<file path="src/rtl/reg_file_sb.sv">
// Register file with per-register pending-write scoreboard for decode hazard detection.
// Reads are combinational (optional write bypass); writes, issues and busy_count update on the rising edge.
module reg_file_sb #(
  parameter int WIDTH    = 32,
  parameter int DEPTH    = 32,
  parameter int NREAD    = 2,
  parameter int ZERO_REG = 1,
  parameter int BYPASS   = 1,
  localparam int AW      = $clog2(DEPTH)
) (
  input  logic                   clk,
  input  logic                   reset_n,
  input  logic [NREAD*AW-1:0]    rd_addr,
  output logic [NREAD*WIDTH-1:0] rd_data,
  output logic [NREAD-1:0]       rd_busy,
  input  logic                   wr_en,
  input  logic [AW-1:0]          wr_addr,
  input  logic [WIDTH-1:0]       wr_data,
  input  logic                   issue_en,
  input  logic [AW-1:0]          issue_addr,
  output logic [AW:0]            busy_count
);

  localparam logic [AW:0] CNT_ONE = 1;

  logic [WIDTH-1:0] regs [DEPTH];
  logic [DEPTH-1:0] busy;
  logic [DEPTH-1:0] busy_nxt;
  logic [AW:0]      cnt_nxt;
  logic             wr_ok;
  logic             iss_ok;
  logic             cnt_set;
  logic             cnt_clr;

  // Register 0 swallows writes and issues entirely when hard-wired to zero.
  assign wr_ok  = wr_en    && !((ZERO_REG != 0) && (wr_addr    == '0));
  assign iss_ok = issue_en && !((ZERO_REG != 0) && (issue_addr == '0));

  // Issue is applied after write so a same-address issue leaves the register pending.
  always_comb begin
    busy_nxt = busy;
    if (wr_ok)  busy_nxt[wr_addr]    = 1'b0;
    if (iss_ok) busy_nxt[issue_addr] = 1'b1;
  end

  assign cnt_set = iss_ok && !busy[issue_addr];
  assign cnt_clr = wr_ok && busy[wr_addr] && !(iss_ok && (issue_addr == wr_addr));

  always_comb begin
    cnt_nxt = busy_count;
    if (cnt_set && !cnt_clr)      cnt_nxt = busy_count + CNT_ONE;
    else if (cnt_clr && !cnt_set) cnt_nxt = busy_count - CNT_ONE;
  end

  always_ff @(posedge clk or negedge reset_n) begin
    if (!reset_n) begin
      for (int j = 0; j < DEPTH; j++) regs[j] <= '0;
      busy       <= '0;
      busy_count <= '0;
    end else begin
      if (wr_ok) regs[wr_addr] <= wr_data;
      busy       <= busy_nxt;
      busy_count <= cnt_nxt;
    end
  end

  for (genvar i = 0; i < NREAD; i++) begin : g_rd
    logic [AW-1:0] addr;
    logic          is_zero;
    logic          hit;

    assign addr    = rd_addr[i*AW +: AW];
    assign is_zero = (ZERO_REG != 0) && (addr == '0);
    assign hit     = (BYPASS != 0) && wr_ok && (wr_addr == addr);

    // Outputs are forced low while reset is held so a live bypass cannot leak through.
    assign rd_data[i*WIDTH +: WIDTH] = (!reset_n || is_zero) ? '0 :
                                       hit ? wr_data : regs[addr];
    assign rd_busy[i] = (!reset_n || is_zero) ? 1'b0 :
                        hit ? (iss_ok && (issue_addr == addr)) : busy[addr];
  end

endmodule

</file>
<file path="config.mk">
export PLATFORM = sky130hd
export DESIGN_NAME = reg_file_sb
export DESIGN_NICKNAME = d
export VERILOG_FILES = /design/src/rtl/reg_file_sb.sv
export SDC_FILE = /design/constraint.sdc
export NUM_CORES = 2
export LEC_CHECK = 0
export CORE_MARGIN = 4
export CORE_UTILIZATION = 51
export CTS_CLUSTER_SIZE = 25
export DETAILED_ROUTE_END_ITERATION = 10
export PLACE_DENSITY = 0.74
export SLEW_MARGIN = 0
export SYNTH_ARGS = -nofsm -noshare
export SYNTH_HDL_FRONTEND = slang
export SYNTH_SLANG_ARGS = --single-unit
export TNS_END_PERCENT = 20
</file>
<file path="constraint.sdc">
create_clock -name clk -period 4.7 [get_ports clk]
set_input_delay 1.41 -clock clk [delete_from_list [all_inputs] [get_ports clk]]
set_output_delay 1.41 -clock clk [all_outputs]
set_load 0.03 [all_outputs]
</file>
==> reports/qor.yml <==
seq_power_share: 0.440
final-setup-viol-count: 57
min_period_ns: 4.91
initial_core_util: 0.513
synth-edff-count: 0
cts.sink_count: 1062
synth_compound_gate_area_share: 0.0453
firstDrtPassIters: 5
yosys_warnings: 0
hp-start: "regs[1000]"
synthesis.nets: 3804
critPathCaptureType: "output pin"
finalHoldViolCount: 0
hold_path_end: "regs[1000]"
vias: 39883
final_cell_area_um2: 70600
ctsHoldBuffers: 0
synth-xor-area-share: 0.00463
drt_iter0_drc: 4877
grt_pass1_vias: 40872
cap_violations: 0
overflow: 0
grt_pass1_wl_um: 276000
place_ws_ns: -0.831
ant_nets: 0
worst_slew_margin_rel: 0.282
power_frac_comb: 0.253
syn_to_final_growth_pct: 24.5
rr_startpoint: "busy[19]"
final_common_cell: "dfrtp_1"
timing.rr.end: "busy_count[5]"
power_frac_clock: 0.307
rsz0062_at_grt: "yes"
swShare: 0.290
synth_seq_cells: 1062
p_leak_uw: 0.0303
fillCellCount: 7538
synthFlopType: "dfrtp_1"
place_area_um2: 64000
cp_slowest_cell: "nor4_4"
p_int_uw: 19900
ys_types: 49
worstSkewPairLatency_ns: 0.68
synth-adder-area-share: 0.00146
fp.dieArea_um2: 117000
startpoint: "wr_addr[0]"
status: "complete, but fails checks"
place_hpwl_um: 118000
postSynthAreaPerCell_um2: 15.2
io_buffers: 127
cp.required_ns: 3.29
cts_tree: "yes"
chipHeight_um: 341
worst_slack_ns: -0.213
syn_area_um2: 56700
drc: 0
violations: "setup timing"
min_period_over_period: 1.05
rr_worst_depth: 12
root_buffer: "clkbuf_16"
die_x_um: 341
synthCells: 3742
critPathTopFamily: "buffers and inverters"
clkTransAtPathRegs_ns: 0.06
routed_wl_um: 193000
synth_mux_area_frac: 0.425
gp_congestion: 0.880
fin_skew_ns: 0.00384
wire_per_inst_um: 33.7
grt_use_total: 0.320
ctsHtreeMaxLevel: 3
cts_buffer_depth: 3
fp.coreArea_um2: 111000
timing.fmax_ghz: 0.204
drv_slew: 0
async_reset_ff_frac: 1.00
rrSetupSlack_ns: 1.33
hold_path_depth: 0
numCtsBuffers: 108
powerDensity_nw_per_um2: 396
max-vdd-ir-drop_mv: 0.321
final_core_util: 0.639
yosys.area_share.simple: 0.0196
power.switching_uw: 8100
crit_path_max_incr_delay_ns: 0.32
fp-row-count: 122
nNetsFinal: 4204
drive_gt1_frac: 0.629
cp_num_buf_inv: 5
cp.arrival_ns: 3.50
worst_setup_path_start_kind: "input port"
antenna_found_initial: 8
synth_top_family_by_area: "multiplexers"
via_per_inst: 6.96
layout_common_cells: "dfrtp_1, mux2_2, mux4_2, buf_4, buf_12"
cp_max_fo: 3
num_io_pins: 128
grt_max_degree: 174
hold_class: "flop to flop"
cp_cell_sequence: "buf_8 -> or2_4 -> nor4_4 -> buf_4 -> o31ai_4 -> buf_12 -> buf_12 -> a21oi_1 -> a22o_1 -> buf_4"
yosysSeqAreaShare: 0.469
tightest_slew_ns: 1.08
critical_path_class: "input port to output pin"
-- repair_timing --
action / 4_1_cts / 5_1_grt
cloned: 2 / 18
gates resized for setup: 187 / 200
endpoints found under the setup margin: 66 / 66
setup buffers: 21 / 58
pin swaps: 34 / 51
-- per-stage QoR --
step | power [uW] | instances | hold slack (ns) | TNS [ns]
after floorplan | 16300 | 3742 | 0.441 | -0.382
after global placement | 18500 | 5428 | 0.376 | -35.96
after detailed placement | 18800 | 5428 | 0.384 | -39.14
after CTS | 27500 | 5648 | 0.398 | -4.81
after global routing | 28900 | 5718 | 0.406 | -5.62
final | 28000 | 5727 | 0.393 | -3.84
-- per-layer routing --
layer  track usage  vias to the layer above  wire (um)
met5             0                        -         18
met4         0.149                        4      10500
met3        0.0950                      603      23300
met2         0.477                     2633      87000
li1              -                    15503          -
met1         0.438                    21140      72000
-- worst register-to-register path: stages (launching register included) --
cell      delay [ns]
dfrtp_1         0.45
mux4_2          0.51
mux4_2          0.46
nor2b_1         0.14
a211oi_1        0.22
ha_1            0.21
inv_1           0.10
ha_1            0.29
a21o_1          0.10
a21oi_1         0.09
or4_1           0.47
nand3_1         0.11
xor2_1          0.14
-- synth_stat cells, types with 33 or more instances --
cell | count | area share
dfrtp_1 | 1062 | 0.47
mux2_2 | 1013 | 0.20
mux4_2 | 541 | 0.21
o22ai_1 | 206 | 0.023
buf_2 | 204 | 0.018
clkbuf_1 | 187 | 0.012
a22o_1 | 65 | 0.010
mux2i_1 | 49 | 0.0086
nand2_1 | 48 | 0.0032
a21oi_1 | 36 | 0.0032
nor3_1 | 35 | 0.0031
o21ai_0 | 33 | 0.0029
-- power groups by stage --
stage,sequential [uW],combinational (uW),clock [uW]
2_1_floorplan,11900,4400,0
3_3_place_gp,12200,6320,0
3_5_place_dp,12300,6450,0
4_1_cts,12200,6670,8620
5_1_grt,12500,7420,9010
6_report,12300,7060,8590
-- cells by family after synthesis --
group	Yosys count
muxes	1603
DFF	1062
xor gates and xnor gates	30
buffers and inverters	455
adders and majority gates	6
AOI/OAI and AO/OA	381
and+or+nand+nor	205
-- cell type report --
class	count	area, um^2	share of cell area
antenna	9	22.5	0.000319
clock buffer	148	3080	0.0437
clock inverter	50	418	0.00592
inverter	18	67.6	0.000957
multi-input combinational	2225	29800	0.422
sequential	1062	26600	0.376
tap	1488	1860	0.0264
timing repair buffer	727	8760	0.124
-- flip-flops by register name (all words and copies together), names as in the netlist --
register    cells
regs         1024
busy           32
busy_count      6
-- how the worst max path moves through the flow --
stage	slack [ns]	cells after the start	to
detailed placement	-0.83	8	rd_data[52]
CTS	-0.19	10	rd_data[57]
finish	-0.21	10	rd_data[21]
floorplan	-0.06	7	rd_data[16]
global route	-0.19	10	rd_data[22]
global placement	-0.87	10	rd_data[52]
Note: power is estimated with default switching activity, not from simulation.
